--- src/rtl/systolic_pkg.sv ---
// systolic_pkg: shared definitions for the convolution datapath.
//   - default geometry of the systolic array (M result rows, K filter lanes)
//   - word-address bases of the shared memory regions
//   - writeback FSM state encoding
//   - cnt_w(): counter width helper, never narrower than one bit
package systolic_pkg;

  localparam int M_DEF          = 12;
  localparam int K_DEF          = 5;
  localparam int DATA_WIDTH_DEF = 32;
  localparam int ADDR_WIDTH_DEF = 32;

  localparam logic [31:0] IMG_BASE    = 32'h0000_0000;
  localparam logic [31:0] WEIGHT_BASE = 32'h0000_1000;
  localparam logic [31:0] IM2COL_BASE = 32'h0000_2000;
  localparam logic [31:0] OUTPUT_BASE = 32'h0000_3000;

  localparam logic [1:0] CAPTURE = 2'd0;
  localparam logic [1:0] DRAIN   = 2'd1;
  localparam logic [1:0] DONE    = 2'd2;

  function automatic int cnt_w(input int n);
    return (n > 1) ? $clog2(n) : 1;
  endfunction

endpackage

--- src/rtl/systolic_writeback_row_buffer.sv ---
// wb_row_buffer: holds the M result rows of one convolution pass.
// Ports:
//   clk      clock
//   we       write enable; wr_row is stored into entry wr_idx on the rising edge
//   wr_idx   row index being written
//   wr_row   full result row, K lanes of DATA_WIDTH
//   rd_idx   row index being read
//   rd_lane  lane within the row being read
//   rd_data  selected lane, combinational
// Contents are deliberately not reset; every entry is rewritten before it is read.
module wb_row_buffer
  import systolic_pkg::*;
#(
  parameter int M          = M_DEF,
  parameter int K          = K_DEF,
  parameter int DATA_WIDTH = DATA_WIDTH_DEF,
  parameter int IDX_W      = cnt_w(M),
  parameter int LANE_W     = cnt_w(K)
) (
  input  logic                    clk,
  input  logic                    we,
  input  logic [IDX_W-1:0]        wr_idx,
  input  logic [DATA_WIDTH*K-1:0] wr_row,
  input  logic [IDX_W-1:0]        rd_idx,
  input  logic [LANE_W-1:0]       rd_lane,
  output logic [DATA_WIDTH-1:0]   rd_data
);

  logic [DATA_WIDTH*K-1:0] mem [M];
  logic [DATA_WIDTH*K-1:0] rd_row;

  always_ff @(posedge clk) begin
    if (we) mem[wr_idx] <= wr_row;
  end

  always_comb begin
    rd_row  = mem[rd_idx];
    rd_data = '0;
    for (int i = 0; i < K; i++) begin
      if (rd_lane == LANE_W'(i)) rd_data = rd_row[i*DATA_WIDTH +: DATA_WIDTH];
    end
  end

endmodule

--- src/rtl/systolic_writeback.sv ---
// systolic_writeback: captures the M result rows emitted by the systolic array
// and commits them to shared memory in filter-major order, one word per cycle,
// at OUTPUT_BASE + k*M + m.
// Ports:
//   clk        clock, rising edge
//   rst        asynchronous active-high reset
//   Y          result row, lane k at Y[(k+1)*DATA_WIDTH-1 : k*DATA_WIDTH]
//   valid      Y carries a valid row this cycle
//   addr_wr    memory write address (registered)
//   data_wr    memory write data (registered)
//   mem_wr_en  write strobe, one word per asserted cycle (registered)
//   done       all K*M words written; held until rst (registered)
// Compile-time option: SYSTOLIC_WB_RELU_EN applies a signed ReLU to every
// written word in the output register stage (no added latency).
module systolic_writeback #(
  parameter int                    M           = systolic_pkg::M_DEF,
  parameter int                    K           = systolic_pkg::K_DEF,
  parameter int                    DATA_WIDTH  = systolic_pkg::DATA_WIDTH_DEF,
  parameter int                    ADDR_WIDTH  = systolic_pkg::ADDR_WIDTH_DEF,
  parameter logic [ADDR_WIDTH-1:0] OUTPUT_BASE = ADDR_WIDTH'(systolic_pkg::OUTPUT_BASE)
) (
  input  logic                    clk,
  input  logic                    rst,
  input  logic [DATA_WIDTH*K-1:0] Y,
  input  logic                    valid,
  output logic [ADDR_WIDTH-1:0]   addr_wr,
  output logic [DATA_WIDTH-1:0]   data_wr,
  output logic                    mem_wr_en,
  output logic                    done
);

  import systolic_pkg::*;

  localparam int RW = cnt_w(M);
  localparam int LW = cnt_w(K);
  localparam logic [RW-1:0] M_LAST = RW'(M - 1);
  localparam logic [LW-1:0] K_LAST = LW'(K - 1);

  logic [1:0]            state;
  logic [RW-1:0]         row_cnt;
  logic [RW-1:0]         m;
  logic [LW-1:0]         k;
  logic                  buf_we;
  logic [DATA_WIDTH-1:0] lane;
  logic [DATA_WIDTH-1:0] out_word;
  logic [ADDR_WIDTH-1:0] wr_addr;

`ifdef SYSTOLIC_WB_RELU_EN
  function automatic logic [DATA_WIDTH-1:0] relu(input logic signed [DATA_WIDTH-1:0] x);
    return (x < 0) ? '0 : x;
  endfunction
  assign out_word = relu(lane);
`else
  assign out_word = lane;
`endif

  // Rows past the M-th are dropped: the buffer is only written in CAPTURE.
  assign buf_we = (state == CAPTURE) && valid;

  wb_row_buffer #(
    .M          (M),
    .K          (K),
    .DATA_WIDTH (DATA_WIDTH),
    .IDX_W      (RW),
    .LANE_W     (LW)
  ) u_row_buffer (
    .clk     (clk),
    .we      (buf_we),
    .wr_idx  (row_cnt),
    .wr_row  (Y),
    .rd_idx  (m),
    .rd_lane (k),
    .rd_data (lane)
  );

  // Filter-major layout: all M pixels of filter k are contiguous.
  assign wr_addr = OUTPUT_BASE + ADDR_WIDTH'(k) * ADDR_WIDTH'(M) + ADDR_WIDTH'(m);

  always_ff @(posedge clk or posedge rst) begin
    if (rst) begin
      state     <= CAPTURE;
      row_cnt   <= '0;
      m         <= '0;
      k         <= '0;
      addr_wr   <= '0;
      data_wr   <= '0;
      mem_wr_en <= 1'b0;
      done      <= 1'b0;
    end else begin
      case (state)
        CAPTURE: begin
          mem_wr_en <= 1'b0;
          if (valid) begin
            if (row_cnt == M_LAST) begin
              state   <= DRAIN;
              row_cnt <= '0;
              m       <= '0;
              k       <= '0;
            end else begin
              row_cnt <= row_cnt + RW'(1);
            end
          end
        end
        DRAIN: begin
          addr_wr   <= wr_addr;
          data_wr   <= out_word;
          mem_wr_en <= 1'b1;
          if (m == M_LAST) begin
            m <= '0;
            if (k == K_LAST) state <= DONE;
            else             k     <= k + LW'(1);
          end else begin
            m <= m + RW'(1);
          end
        end
        DONE: begin
          mem_wr_en <= 1'b0;
          done      <= 1'b1;
        end
        default: state <= CAPTURE;
      endcase
    end
  end

endmodule

--- config.mk ---
export PLATFORM = sky130hd
export DESIGN_NAME = systolic_writeback
export DESIGN_NICKNAME = d
export VERILOG_FILES = /design/src/rtl/systolic_pkg.sv /design/src/rtl/systolic_writeback_row_buffer.sv /design/src/rtl/systolic_writeback.sv
export SDC_FILE = /design/constraint.sdc
export NUM_CORES = 2
export LEC_CHECK = 0
export BUFFER_PORTS_ARGS = -buffer_cell sky130_fd_sc_hd__buf_2
export CORE_ASPECT_RATIO = 0.8
export CORE_MARGIN = 2
export CORE_UTILIZATION = 60
export DETAILED_ROUTE_END_ITERATION = 8
export GPL_ROUTABILITY_DRIVEN = 0
export PLACE_DENSITY = 0.77
export SYNTH_ARGS = -nofsm -noshare
export SYNTH_HDL_FRONTEND = slang
export SYNTH_SLANG_ARGS = --single-unit
export TNS_END_PERCENT = 20
--- constraint.sdc ---
create_clock -name clk -period 34.5 [get_ports clk]
set_input_delay 3.45 -clock clk [delete_from_list [all_inputs] [get_ports clk]]
set_output_delay 3.45 -clock clk [all_outputs]
set_load 0.1 [all_outputs]
==> metrics.cfg <==
[clock_tree]
tritoncts=built
tritoncts.num_buffers=177
htree_levels=4
clk_latency_ns=0.80
cts_sinks=1976
clk_path_buf_depth=3
holdBufCountCts=0
cts_resized=0
cts.reportedPaths.clkPinSlew_ns=0.06
cts_setup_buffers=0
clockRootBuffer=clkbuf_16

[power_and_ir_drop]
p_total_mw=6.60
peakVddDrop_uv=73.1
intPower_mw=4.52
p_per_area_nw_per_um2=77.8
p_comb_share_pct=28.6
p_seq_share_pct=41.5
power.clock.fraction_pct=30.0
leakagePower_nw=27.4
p_sw_share_pct=31.5
switchingPower_mw=2.08

[sta]
max_freq_mhz=154
relSlewSlack_pct=16.3
fin_worst_skew_ns=0.0285
fin_crit_ns=6.50
worst_pin_slew_ns=1.25
min_period_over_period_pct=18.8
setup_violations=0
fin_setup_tns_ns=0
timing.final.hold_violations=0
slew_viol_final=0
holdWs_ns=0.481
rsz0062_at_grt=no

[floorplanning]
num_io_pins=229
dieArea_um2=130000
die_height_um=323
start_util_pct=60.3
num_rows=117
die_x_um=403
coreArea_um2=127000

[drt]
dr_total_vias=38600
drt-total-wl_mm=183
remaining_drc_errors=0
dr.pass1.iters=6
via_per_inst=6.76
drt_iter0_markers=5574
wl_per_cell_um=31.9
antenna_left=0

[setup_path]
startpoint_type=flip-flop
endpoint_kind=flip-flop
path_max_fanout=63
required_ns=35.14
cp_data_arrival_time_ns=7.14
critical_path_class=flip-flop to flip-flop

[yosys]
seq_area_frac_synth_pct=77.2
synth-seq-cells=1976
synth_async_sr_flop_share_pct=2.83
ys.flop_type=edfxtp_1
synth.cell_area_um2=76500
ys_types=63
yosysWarningCount=0
synth_edf_count=1920
syn_area_per_cell_um2=21.0
synth_cells=3646

[cells_and_area]
multi_input_area_um2=16200
fillers=7698
stdcell_count=5714
final_util_pct=66.9
final_common_cell=edfxtp_1
seqCellArea_um2=59100
final_cell_mix=edfxtp_1, mux4_2, buf_2
drive_gt1_share_pct=25.7
layout.nets=4068
syn_to_final_growth_pct=11.0

[global_route]
antenna_found_initial=40
grt_pass1_vias=38700
grt_max_degree=137
grt_usage_pct=28.2
grt_pass1_wl_mm=265
grt_overflow=0

[placement]
port_buffers=206
hpwl_mm=99.2
dpl.cell_count=5376

[hold_path]
min_path_type=flip-flop to flip-flop

[flow_run]
max-cap-violations=0

[status]
status=finished clean

==> metrics by stage <==
stage | instance area [µm²] | setup WS, ns
4_1_cts | 84900 | 28.00
2_1_floorplan | 76600 | 18.77
5_1_grt | 84900 | 27.72
3_3_place_gp | 79100 | 27.41
3_5_place_dp | 79100 | 27.32
6_report | 84900 | 28.00
==> layer usage <==
layer	global-route usage, %	up-vias	share of wire (%)
met5	0	-	0.055
met2	43.9	2481	48
met3	6.28	328	11
li1	-	15600	-
met1	41.3	20200	39
met4	7.23	16	2.2
==> synth_stat cells, types with 3 or more instances <==
cell / number / area [µm²]
edfxtp_1: 1920 / 57700
a21oi_1: 63 / 315
clkbuf_1: 83 / 312
buf_6: 15 / 169
mux4_2: 420 / 9460
a22oi_1: 49 / 368
a2111oi_0: 4 / 35.0
xnor2_1: 4 / 35.0
buf_2: 60 / 300
mux2i_1: 130 / 1300
o32a_1: 5 / 50.1
ha_1: 14 / 175
nand2b_1: 10 / 62.6
a221o_1: 8 / 80.1
nand4_1: 5 / 31.3
and2_1: 13 / 81.3
a221oi_1: 9 / 78.8
nor3_1: 11 / 55.1
nor4_1: 7 / 43.8
mux2_2: 57 / 642
a21o_1: 3 / 22.5
o211ai_1: 60 / 450
a211oi_1: 26 / 195
o31ai_1: 4 / 30.0
buf_4: 61 / 458
nand2_1: 170 / 638
or3_1: 5 / 31.3
buf_1: 16 / 60.1
dfrtp_1: 56 / 1400
or2_2: 4 / 25.0
o21ai_0: 63 / 315
o22ai_1: 23 / 144
nand3_1: 24 / 120
o221ai_1: 5 / 43.8
nor3b_1: 3 / 22.5
a22o_1: 7 / 61.3
a31oi_1: 72 / 450
nor2b_1: 23 / 144
inv_1: 14 / 52.6
nor2_1: 90 / 338
==> cell type report <==
| type | instances | area share [%] |
|---|---|---|
| Timing Repair Buffer | 278 | 1.92 |
| Tap cell | 1666 | 2.45 |
| Clock buffer | 232 | 5.78 |
| Clock inverter | 88 | 1.04 |
| Multi-Input combinational cell | 1440 | 19.1 |
| Sequential cell | 1976 | 69.5 |
| Antenna cell | 18 | 0.0530 |
| Inverter | 16 | 0.0810 |
==> final timing paths <==
check,startpoint,endpoint,slack [ns],cells after the start
max in group asynchronous,rst,m[1],30.50,3
setup / recovery,m[1],data_wr[5],28.00,10
min in group asynchronous,rst,data_wr[23],2.59,2
hold reg to reg,addr_wr[3],addr_wr[3],0.48,2
setup reg to reg,m[1],data_wr[5],28.00,10
hold / removal,addr_wr[3],addr_wr[3],0.48,2
==> cells by family (layout without fill, tap and decap cells) <==
family	after synthesis	count (layout)	synth area share [%]
flip-flops	1976	1976	77.2
other	1	40	0.00490
multiplexers	607	607	14.9
AND/OR/NAND/NOR	374	374	2.18
adder cells (fa/ha/maj)	16	16	0.281
AO/OA/AOI/OAI	417	417	3.63
buffers and inverters	251	614	1.78
XOR/XNOR	4	4	0.0458
==> critical path, stage by stage, from the launching register on <==
cell and delay [ns]:
dfrtp_4 0.88, buf_4 0.69, buf_4 0.90, buf_4 0.81
buf_4 0.64, buf_4 0.79, mux4_2 0.41, mux2i_1 0.17
o22ai_1 0.12, o21ai_0 0.55, o211ai_1 0.17
==> state kept, by name, summed over array words and instances (netlist names) <==
register and count:
mem_wr_en 1, done 1, u_row_buffer.mem 1920, row_cnt 4, state 2, k 3, m 4, addr_wr 9
data_wr 32
==> power groups by stage <==
stage | Sequential, mW | Clock, mW | Combinational (mW)
after floorplan | 2.90 | 0 | 1.25
after global placement | 2.79 | 0 | 1.84
after detailed placement | 2.79 | 0 | 1.86
after CTS | 2.74 | 2.00 | 1.88
after global routing | 2.74 | 2.09 | 1.99
final | 2.74 | 1.98 | 1.89
(Power assumes the default switching activity.)
